## config.mk

```make
export PLATFORM = sky130hd
export DESIGN_NAME = ds_ldst_unit_flat
export DESIGN_NICKNAME = d
export VERILOG_FILES = /design/src/rtl/ds_ldst_unit_if.sv /design/src/rtl/ds_ldst_unit.sv /design/src/flat_wrapper.sv
export SDC_FILE = /design/constraint.sdc
export NUM_CORES = 1
export LEC_CHECK = 0
export ABC_AREA = 1
export CORE_ASPECT_RATIO = 0.8
export CORE_MARGIN = 1.5
export CORE_UTILIZATION = 35
export DETAILED_ROUTE_END_ITERATION = 8
export GPL_ROUTABILITY_DRIVEN = 0
export HOLD_SLACK_MARGIN = 0.05
export PLACE_DENSITY_LB_ADDON = 0.12
export SLEW_MARGIN = 20
export SYNTH_ARGS = -nofsm -noshare
export SYNTH_HDL_FRONTEND = slang
export SYNTH_SLANG_ARGS = --single-unit
```

## constraint.sdc

```tcl
create_clock -name clock_i -period 6.3 [get_ports clock_i]
set_input_delay 1.26 -clock clock_i [delete_from_list [all_inputs] [get_ports clock_i]]
set_output_delay 1.26 -clock clock_i [all_outputs]
set_load 0.03 [all_outputs]
```

## src/rtl/ds_ldst_unit_if.sv

```systemverilog
// ds_ldst_unit_if: memory-side port of the DS-form load/store unit.
//
// Handshake: memReq is the request valid. While memReq is high, memWrite,
// memSize, memAddr and memWData are stable, and memReq stays high until a
// rising edge on which memReady is also high. That edge completes the
// request, and memReq drops in the following cycle. memRspValid is a
// single-cycle data strobe with no back-pressure. It carries load data on
// memRData and is only meaningful while a load is waiting for it.
// memRData uses big-endian bit numbering: architectural bit 0 (the MSB) is
// memRData[addrWidth-1], and the low word [32:63] is memRData[31:0].
//
// Signals:
//   memReq       request valid            (master -> slave)
//   memReady     request accepted         (slave  -> master)
//   memWrite     1 = store                (master -> slave)
//   memSize      0 = word, 1 = doubleword (master -> slave)
//   memAddr      effective address        (master -> slave)
//   memWData     store data               (master -> slave)
//   memRspValid  load data valid          (slave  -> master)
//   memRData     load data                (slave  -> master)
interface ds_ldst_unit_if #(
    parameter int addrWidth = 64
);
    logic                 memReq;
    logic                 memReady;
    logic                 memWrite;
    logic                 memSize;
    logic [addrWidth-1:0] memAddr;
    logic [addrWidth-1:0] memWData;
    logic                 memRspValid;
    logic [addrWidth-1:0] memRData;

    modport master (
        output memReq, memWrite, memSize, memAddr, memWData,
        input  memReady, memRspValid, memRData
    );

    modport slave (
        input  memReq, memWrite, memSize, memAddr, memWData,
        output memReady, memRspValid, memRData
    );
endinterface

```

## src/rtl/ds_ldst_unit.sv

```systemverilog
// ds_ldst_unit: executes Integer DS-form loads and stores (LD, LDU, LWA,
// STD, STDU). It reads the GPRs, forms the effective address, runs a single
// memory transaction, and then writes back RT and/or the updated RA.
//
// Ports:
//   clock_i, reset_i          clock; asynchronous active-low reset
//   enable_i, functionalUnitCode_i, op_i, reg1_i, reg2_i,
//   reg2ValOrZero_i, imm_i    decoded op from the DS-format decoder
//   stall_o                   high whenever the unit is busy
//   illegal_o                 one-cycle pulse when an op is rejected
//   rfAddrA_o/rfAddrB_o       GPR read indices (RA, RS/RT)
//   rfDataA_i/rfDataB_i       GPR read data, one cycle after the address
//   mem                       memory request/response port
//   wbValid_o/wbAddr_o/wbData_o  GPR write-back
//   dbgState_o                current FSM state
module ds_ldst_unit #(
    parameter int          addrWidth    = 64,
    parameter int          regWidth     = 5,
    parameter int          immWidth     = 14,
    parameter logic [1:0]  LdStUnitCode = 2'b01
) (
    input  logic                 clock_i,
    input  logic                 reset_i,
    input  logic                 enable_i,
    input  logic [1:0]           functionalUnitCode_i,
    input  logic [2:0]           op_i,
    input  logic [regWidth-1:0]  reg1_i,
    input  logic [regWidth-1:0]  reg2_i,
    input  logic                 reg2ValOrZero_i,
    input  logic [immWidth-1:0]  imm_i,
    output logic                 stall_o,
    output logic                 illegal_o,
    output logic [regWidth-1:0]  rfAddrA_o,
    output logic [regWidth-1:0]  rfAddrB_o,
    input  logic [addrWidth-1:0] rfDataA_i,
    input  logic [addrWidth-1:0] rfDataB_i,
    ds_ldst_unit_if.master       mem,
    output logic                 wbValid_o,
    output logic [regWidth-1:0]  wbAddr_o,
    output logic [addrWidth-1:0] wbData_o,
    output logic [2:0]           dbgState_o
);
    typedef enum logic [2:0] {
        IDLE    = 3'd0,
        RDREG   = 3'd1,
        REQ     = 3'd2,
        WAITRSP = 3'd3,
        WB_RT   = 3'd4,
        WB_RA   = 3'd5
    } state_t;

    localparam logic [2:0] OP_LD   = 3'd0;
    localparam logic [2:0] OP_LDU  = 3'd1;
    localparam logic [2:0] OP_LWA  = 3'd2;
    localparam logic [2:0] OP_STD  = 3'd3;
    localparam logic [2:0] OP_STDU = 3'd4;

    state_t                state_q, state_d;
    logic [2:0]            op_q;
    logic [regWidth-1:0]   rt_q, ra_q;
    logic                  zero_q;
    logic [immWidth-1:0]   imm_q;
    logic [addrWidth-1:0]  ea_q, wdata_q, ldata_q;
    logic                  size_q, illegal_q;

    logic                  accept, bad_op, is_load_q;
    logic [addrWidth-1:0]  base, disp;

    assign accept = (state_q == IDLE) && enable_i && (functionalUnitCode_i == LdStUnitCode);

    // Update forms need a real RA to write back. LDU with RA == RT would
    // make both write-backs target the same register.
    assign bad_op = (op_i > OP_STDU)
                 || (((op_i == OP_LDU) || (op_i == OP_STDU)) && (reg2_i == '0))
                 || ((op_i == OP_LDU) && (reg2_i == reg1_i));

    assign is_load_q = (op_q <= OP_LWA);

    // DS displacement: the immediate is a word offset, so append two zero
    // bits and sign-extend to the full address width.
    assign disp = {{(addrWidth-immWidth-2){imm_q[immWidth-1]}}, imm_q, 2'b00};
    assign base = (zero_q && (ra_q == '0)) ? '0 : rfDataA_i;

    always_ff @(posedge clock_i or negedge reset_i) begin
        if (!reset_i) state_q <= IDLE;
        else          state_q <= state_d;
    end

    always_comb begin
        state_d = state_q;
        case (state_q)
            IDLE:    if (accept && !bad_op) state_d = RDREG;
            RDREG:   state_d = REQ;
            REQ: begin
                if (mem.memReady) begin
                    if (is_load_q)              state_d = WAITRSP;
                    else if (op_q == OP_STDU)   state_d = WB_RA;
                    else                        state_d = IDLE;
                end
            end
            WAITRSP: if (mem.memRspValid) state_d = WB_RT;
            WB_RT:   state_d = (op_q == OP_LDU) ? WB_RA : IDLE;
            WB_RA:   state_d = IDLE;
            default: state_d = IDLE;
        endcase
    end

    always_ff @(posedge clock_i or negedge reset_i) begin
        if (!reset_i) begin
            op_q      <= '0;
            rt_q      <= '0;
            ra_q      <= '0;
            zero_q    <= 1'b0;
            imm_q     <= '0;
            ea_q      <= '0;
            wdata_q   <= '0;
            ldata_q   <= '0;
            size_q    <= 1'b0;
            illegal_q <= 1'b0;
        end else begin
            illegal_q <= accept && bad_op;
            if (accept && !bad_op) begin
                op_q   <= op_i;
                rt_q   <= reg1_i;
                ra_q   <= reg2_i;
                zero_q <= reg2ValOrZero_i;
                imm_q  <= imm_i;
            end
            if (state_q == RDREG) begin
                ea_q    <= base + disp;
                wdata_q <= rfDataB_i;
                size_q  <= (op_q != OP_LWA);
            end
            if ((state_q == WAITRSP) && mem.memRspValid) begin
                // LWA sign-extends the low word, which is big-endian bits 32..63.
                ldata_q <= (op_q == OP_LWA)
                         ? {{(addrWidth-32){mem.memRData[31]}}, mem.memRData[31:0]}
                         : mem.memRData;
            end
        end
    end

    // The register file reads synchronously, so the indices go out in the
    // accept cycle and the data is available in RDREG.
    assign rfAddrA_o = accept ? reg2_i : '0;
    assign rfAddrB_o = accept ? reg1_i : '0;

    assign stall_o    = (state_q != IDLE);
    assign illegal_o  = illegal_q;
    assign dbgState_o = state_q;

    assign mem.memReq   = (state_q == REQ);
    assign mem.memWrite = (state_q == REQ) && !is_load_q;
    assign mem.memSize  = size_q;
    assign mem.memAddr  = ea_q;
    assign mem.memWData = wdata_q;

    assign wbValid_o = (state_q == WB_RT) || (state_q == WB_RA);
    assign wbAddr_o  = (state_q == WB_RT) ? rt_q    : (state_q == WB_RA) ? ra_q : '0;
    assign wbData_o  = (state_q == WB_RT) ? ldata_q : (state_q == WB_RA) ? ea_q : '0;
endmodule
```

## src/flat_wrapper.sv

```systemverilog
// flat-port wrapper written by rule: the top's interface ports become plain ports
module ds_ldst_unit_flat 
#(
    parameter int          addrWidth    = 64,
    parameter int          regWidth     = 5,
    parameter int          immWidth     = 14,
    parameter logic [1:0]  LdStUnitCode = 2'b01
)
  (clock_i, reset_i, enable_i, functionalUnitCode_i, op_i, reg1_i, reg2_i, reg2ValOrZero_i, imm_i, stall_o, illegal_o, rfAddrA_o, rfAddrB_o, rfDataA_i, rfDataB_i, wbValid_o, wbAddr_o, wbData_o, dbgState_o, mem_memReq, mem_memWrite, mem_memSize, mem_memAddr, mem_memWData, mem_memReady, mem_memRspValid, mem_memRData);
  ds_ldst_unit_if #(.addrWidth(addrWidth)) mem_i ();
  input  logic clock_i;
  input  logic reset_i;
  input  logic enable_i;
  input  logic [1:0] functionalUnitCode_i;
  input  logic [2:0] op_i;
  input  logic [regWidth-1:0] reg1_i;
  input  logic [regWidth-1:0] reg2_i;
  input  logic reg2ValOrZero_i;
  input  logic [immWidth-1:0] imm_i;
  output logic stall_o;
  output logic illegal_o;
  output logic [regWidth-1:0] rfAddrA_o;
  output logic [regWidth-1:0] rfAddrB_o;
  input  logic [addrWidth-1:0] rfDataA_i;
  input  logic [addrWidth-1:0] rfDataB_i;
  output logic wbValid_o;
  output logic [regWidth-1:0] wbAddr_o;
  output logic [addrWidth-1:0] wbData_o;
  output logic [2:0] dbgState_o;
  output wire logic [$bits(mem_i.memReq)-1:0] mem_memReq;
  output wire logic [$bits(mem_i.memWrite)-1:0] mem_memWrite;
  output wire logic [$bits(mem_i.memSize)-1:0] mem_memSize;
  output wire logic [$bits(mem_i.memAddr)-1:0] mem_memAddr;
  output wire logic [$bits(mem_i.memWData)-1:0] mem_memWData;
  input wire logic [$bits(mem_i.memReady)-1:0] mem_memReady;
  input wire logic [$bits(mem_i.memRspValid)-1:0] mem_memRspValid;
  input wire logic [$bits(mem_i.memRData)-1:0] mem_memRData;
  assign mem_memReq = mem_i.memReq;
  assign mem_memWrite = mem_i.memWrite;
  assign mem_memSize = mem_i.memSize;
  assign mem_memAddr = mem_i.memAddr;
  assign mem_memWData = mem_i.memWData;
  assign mem_i.memReady = mem_memReady;
  assign mem_i.memRspValid = mem_memRspValid;
  assign mem_i.memRData = mem_memRData;
  ds_ldst_unit #(.addrWidth(addrWidth), .regWidth(regWidth), .immWidth(immWidth), .LdStUnitCode(LdStUnitCode)) u_core (.clock_i(clock_i), .reset_i(reset_i), .enable_i(enable_i), .functionalUnitCode_i(functionalUnitCode_i), .op_i(op_i), .reg1_i(reg1_i), .reg2_i(reg2_i), .reg2ValOrZero_i(reg2ValOrZero_i), .imm_i(imm_i), .stall_o(stall_o), .illegal_o(illegal_o), .rfAddrA_o(rfAddrA_o), .rfAddrB_o(rfAddrB_o), .rfDataA_i(rfDataA_i), .rfDataB_i(rfDataB_i), .mem(mem_i), .wbValid_o(wbValid_o), .wbAddr_o(wbAddr_o), .wbData_o(wbData_o), .dbgState_o(dbgState_o));
endmodule
```

# [Word level (Yosys, flattened, before mapping)]
# Index checks and enable logic that the tools add are counted.
[totals] input_bits=227 regBits=225 out_inout_bits=216 word_cells=65
[classes] n_lt_le_gt_ge=2 reduce_logical=20 n_eq_ne=16 muxes=15 n_addsub=1
[op_table] op="two-way mux 64 bit" count=4
[op_table] op="adder 64 bit" count=1
[op_table] op="two-way mux 5 bit" count=4
[op_table] op="two-way mux 3 bit" count=6
[op_table] op="case mux 3 bit (5 select lines)" count=1
[op_table] op="equality test 3 bit, second input constant" count=4
[op_table] op="zero test 5 bit" count=2
[op_table] op="equality test 3 x 1 -> 1 bit, second input constant" count=3
[op_table] op="equality test 3 x 2 -> 1 bit, second input constant" count=3
[op_table] op="logical AND 1 bit" count=9
[op_table] op="equality test 5 bit" count=1
[op_table] op="logical OR 1 bit" count=4
[op_table] op="!= test 2 bit, second input constant" count=2
[op_table] op="> comparator 3 bit, second input constant" count=1
[op_table] op="less-or-equal comparator 3 x 2 -> 1 bit, second input constant" count=1
[op_table] op="zero test 3 bit" count=1
[op_table] op="!= test 3 x 2 -> 1 bit, second input constant" count=1
[op_table] op="AND reduction 3 bit" count=1
[op_table] op="nonzero test 3 bit" count=1
[op_table] op="equality test 2 x 1 -> 1 bit, second input constant" count=1
[op_table] op="zero test 1 bit" count=2
[op_table] op="!= test 2 x 1 -> 1 bit, second input constant" count=1

# [Longest topological paths before layout]
[logic_depth] word_depth=9 depth_mapped=21 depth_no_buf=21

# [Least setup slack after synthesis]
# OpenSTA, ideal clock, no wires.
[synth_path] kind="in2out" startpoint="input functionalUnitCode_i[1]" endpoint="output rfAddrA_o[0]" setup_slack_ns=2.890 arrival_ns=2.150 cell_stages=5 path_buffers=1 required_ns=5.040 path_cell_list="nand3b_1 > nor2_1 > inv_1 > clkbuf_1 > nor2_1"
[synth_via] elab_chain_cells=3
[synth_rtl] element="start: declaration" line_no="flat_wrapper.sv:14" source="input logic [1:0] functionalUnitCode_i;"
[synth_rtl] element="equality test 2 x 1 -> 1 bit" line_no="ds_ldst_unit.sv:69" source="assign accept = (state_q == IDLE) && enable_i && (functionalUnitCode_i == LdStUnitCode);"
[synth_rtl] element="logical AND 1 bit" line_no="ds_ldst_unit.sv:69"
[synth_rtl] element="two-way mux 5 bit" line_no="ds_ldst_unit.sv:145" source="assign rfAddrA_o = accept ? reg2_i : '0;"
[synth_rtl] element="end: declaration" line_no="flat_wrapper.sv:22" source="output logic [regWidth-1:0] rfAddrA_o;"
# Every way passes these cells.

# [Worst setup path in the final report]
[layout_path] startpoint="register u_core.state_q[0], in the netlist u_core.dbgState_o[0]" endpoint="output wbAddr_o[2]"
[layout_via] elab_chain_cells=3 word_cells_on_any_way=4 classes_between="eq/ne: 2; mux: 2"
[layout_rtl] element="start: declaration" line_no="ds_ldst_unit.sv:58" source="state_t state_q, state_d;"
[layout_rtl] element="start signal: assignment" line_no="ds_ldst_unit.sv:86" source="else state_q <= state_d;"
[layout_rtl] element="equality test 3 bit" line_no="ds_ldst_unit.sv:159" source="assign wbAddr_o = (state_q == WB_RT) ? rt_q : (state_q == WB_RA) ? ra_q : '0;"
[layout_rtl] element="two-way mux 5 bit" line_no="ds_ldst_unit.sv:159"
[layout_rtl] element="two-way mux 5 bit (*)" line_no="ds_ldst_unit.sv:159"
[layout_rtl] element="end: declaration" line_no="flat_wrapper.sv:27" source="output logic [regWidth-1:0] wbAddr_o;"
# Mark *: on every way between the ends. The rest lies on a longest branch, timed or not.

==> flow_summary.ini <==
[status]
run_status = complete, no violations

[job]
maxCapViolCount = 0

[synth]
sequential_share_of_the_synthesized_area_pct = 35.9
ys_ff_latch = 225
number_of_distinct_library_cells_after_synthesis = 36
postSynthNetCount = 2714
avgSynthCellArea_sq_um = 6.48
netlist_area_sq_um = 15700
number_of_cells_produced_by_synthesis = 2425
synth.yosys.warnings = 0

[timing]
finalWorstPathRequiredPeriod_ns = 4.57
rsz0062_at_grt = false
report.final.hold_viol_count = 0
setup_viol = 0
timing.final.max_slew_violations = 0
hold_ws_ns = 0.470
final.setup_skew_ns = 0.00909
max_freq_ghz = 0.219
final.period_utilization_pct = 72.5
worst_slew_margin_rel_pct = 33.2
transition_time_of_the_tightest_slew_check_pin_ns = 1.00
fin_tns_setup_ns = 0

[pwr]
cellLeakagePower_nw = 11.7
power.density_nw_per_um2 = 510
max-vdd-ir-drop_mv = 0.190

[route]
remaining_drc_errors = 0
ant_nets = 0
num_vias = 16300
post_drt_via_cell_ratio = 4.71
detailed_routing_iteration_count_for_the_pre_antenna_repair_pass = 6
routed_wire_length_per_instance_um = 17.2
drt_wl_total_mm = 59.5
drt_iter0_drc = 1231

[global_routing]
antenna_found_initial = 5
grt-ovfl-total = 0
grt_use_met1_pct = 35.8
wire_length_of_the_first_global_routing_pass_mm = 89.0
grt_busiest_layer = met2
groute.layer.met3.usage_pct = 4.63
gr-usage-met2_pct = 39.4
grt_max_degree = 118
grt_use_total_pct = 25.2
via_count_of_the_first_global_routing_pass = 15100

[final_layout]
final_common_cell = nand2_1
area_delta_synth_final_pct = 38.0
nFillCells = 4623
finish.cell_count_without_fillers = 3461
design_area_sq_um = 21700
drive_gt1_share_pct = 5.25
layout.nets = 3124
leading_cell_types_in_the_layout_fill_and_taps_excluded = nand2_1 (1042), clkdlybuf4s50_1 (441), inv_1 (430)

[floorplan]
floorplan.initialDensity_pct = 35.4
dieArea_sq_um = 46200
fp-row-count = 69
io-pin-count = 443
die_height_um = 192
design.core.area_sq_um = 44400
die_width_um = 240

[clocking]
post_cts_resized = 0
clkLatencyLatePin_ns = 0.55
numCtsBuffers = 26
root_buffer = clkbuf_16
cts_setup_buffers = 0
cts_num_sinks = 225
h-tree-depth = 1
holdBufCountCts = 0
cts_tree = yes
cts_max_path_bufs = 3
worst_setup_hold_path_clk_slew_ns = 0.06

[critical_path]
path_max_fanout = 48
timing_worst_setup_path_type = reg2out
critical_path_required_ns = 5.04
critical_path.endpoint_type = output pin
critical_path_arrival_ns = 3.31
worstSetupStartpointType = register

[placement]
post-dp-hpwl_mm = 47.3
detailed_place.area_sq_um = 20700
place.port_buffers = 442
placed_cells = 3410

[worst_hold_path]
hold_class = reg2reg
-- logic make-up (layout without fill, tap and decap cells) --
| kind of cell | Yosys count | after routing | synth area share, % |
|---|---|---|---|
| mux | 31 | 31 | 2.61 |
| flops | 225 | 225 | 35.9 |
| xor+xnor | 21 | 21 | 1.17 |
| fa+ha+maj | 62 | 62 | 4.99 |
| simple gates | 1383 | 1383 | 35.9 |
| buf+inv | 509 | 939 | 12.6 |
| compound gates | 194 | 194 | 6.82 |
| other cells | 0 | 3 | 0 |
-- Yosys cell counts, drive strengths merged --
cell type,n,area (sq um)
a21oi,48,240
a22oi,32,240
and2,4,25.0
buf,31,188
clkbuf,40,150
dfrtp,225,5630
fa,1,20.0
ha,61,763
inv,438,1640
mux2,31,409
nand2,1055,3990
nand3,136,696
nand3b,12,90.1
nand4,13,81.3
nor2,132,528
nor3,18,148
nor4,3,25.0
o21ai,102,510
o21bai,4,30.0
o22ai,8,50.1
or2,10,62.6
xnor2,14,123
xor2,7,61.3
-- per-layer routing --
layer | routed length (um) | vias to the layer above
met5 | 27 | -
met3 | 4170 | 79
li1 | - | 8203
met4 | 1420 | 4
met1 | 27900 | 7507
met2 | 25900 | 523
-- flip-flops by register name (all words and copies together) (netlist names) --
signal and count:
u_core.mem.memSize 1, u_core.ldata_q 64, u_core.ra_q 5, u_core.rt_q 5
u_core.zero_q 1, u_core.mem.memAddr 64, u_core.mem.memWData 64, u_core.imm_q 14
u_core.op_q 3, u_core.illegal_o 1, u_core.dbgState_o 3
-- path summary, 6_finish.rpt --
check | start | end | slack (ns) | cells past startpoint
worst max-delay path | u_core.dbgState_o[0]$_DFFE_PN0P_ | wbAddr_o[2] | 1.73 | 3
worst min-delay path | u_core.mem.memWData[1]$_DFFE_PN0N_ | u_core.mem.memWData[1]$_DFFE_PN0N_ | 0.47 | 2
worst max register to register | u_core.ra_q[4]$_DFFE_PN0P_ | u_core.mem.memAddr[26]$_DFFE_PN0N_ | 2.32 | 16
worst min register to register | u_core.mem.memWData[1]$_DFFE_PN0N_ | u_core.mem.memWData[1]$_DFFE_PN0N_ | 0.47 | 2
max in group asynchronous | reset_i | u_core.mem.memWData[36]$_DFFE_PN0N_ | 4.26 | 2
min in group asynchronous | reset_i | u_core.mem.memWData[33]$_DFFE_PN0N_ | 0.72 | 1
-- critical path: stages, from the launching register on --
cell and delay (ns):
dfrtp_2 1.02, nand2_2 0.61, o21ai_0 0.38, clkdlybuf4s50_1 0.72
-- stage by stage --
| stage | util [%] | power [mW] | setup slack (ns) |
|---|---|---|---|
| after CTS | 48.8 | 11.1 | 1.28 |
| after floorplan | - | 6.77 | 2.89 |
| after global routing | 48.8 | 11.9 | 1.53 |
| final | 48.8 | 11.1 | 1.73 |
| after detailed placement | 46.6 | 9.29 | 1.89 |
| after global placement | 46.6 | 9.21 | 2.05 |
-- report_power, final --
part / total, mW / internal (mW) / switching [mW] / leakage (nW)
Combinational: 6.67 / 2.34 / 4.33 / 8.45
Clock: 1.74 / 1.08 / 0.666 / 0.484
Sequential: 2.64 / 2.15 / 0.493 / 2.72
Total: 11.1 / 5.57 / 5.49 / 11.7
-- final cells by class --
class / count / area [sq um] / area share (%)
Clock inverter: 20 / 317 / 1.46
Sequential cell: 225 / 5630 / 26.0
Multi-Input combinational cell: 1691 / 8120 / 37.4
Inverter: 438 / 1650 / 7.60
Clock buffer: 28 / 678 / 3.13
Tap cell: 603 / 754 / 3.48
Timing Repair Buffer: 453 / 4520 / 20.9
Antenna cell: 3 / 7.51 / 0.0346
Note: power is estimated with default switching activity, not from simulation.
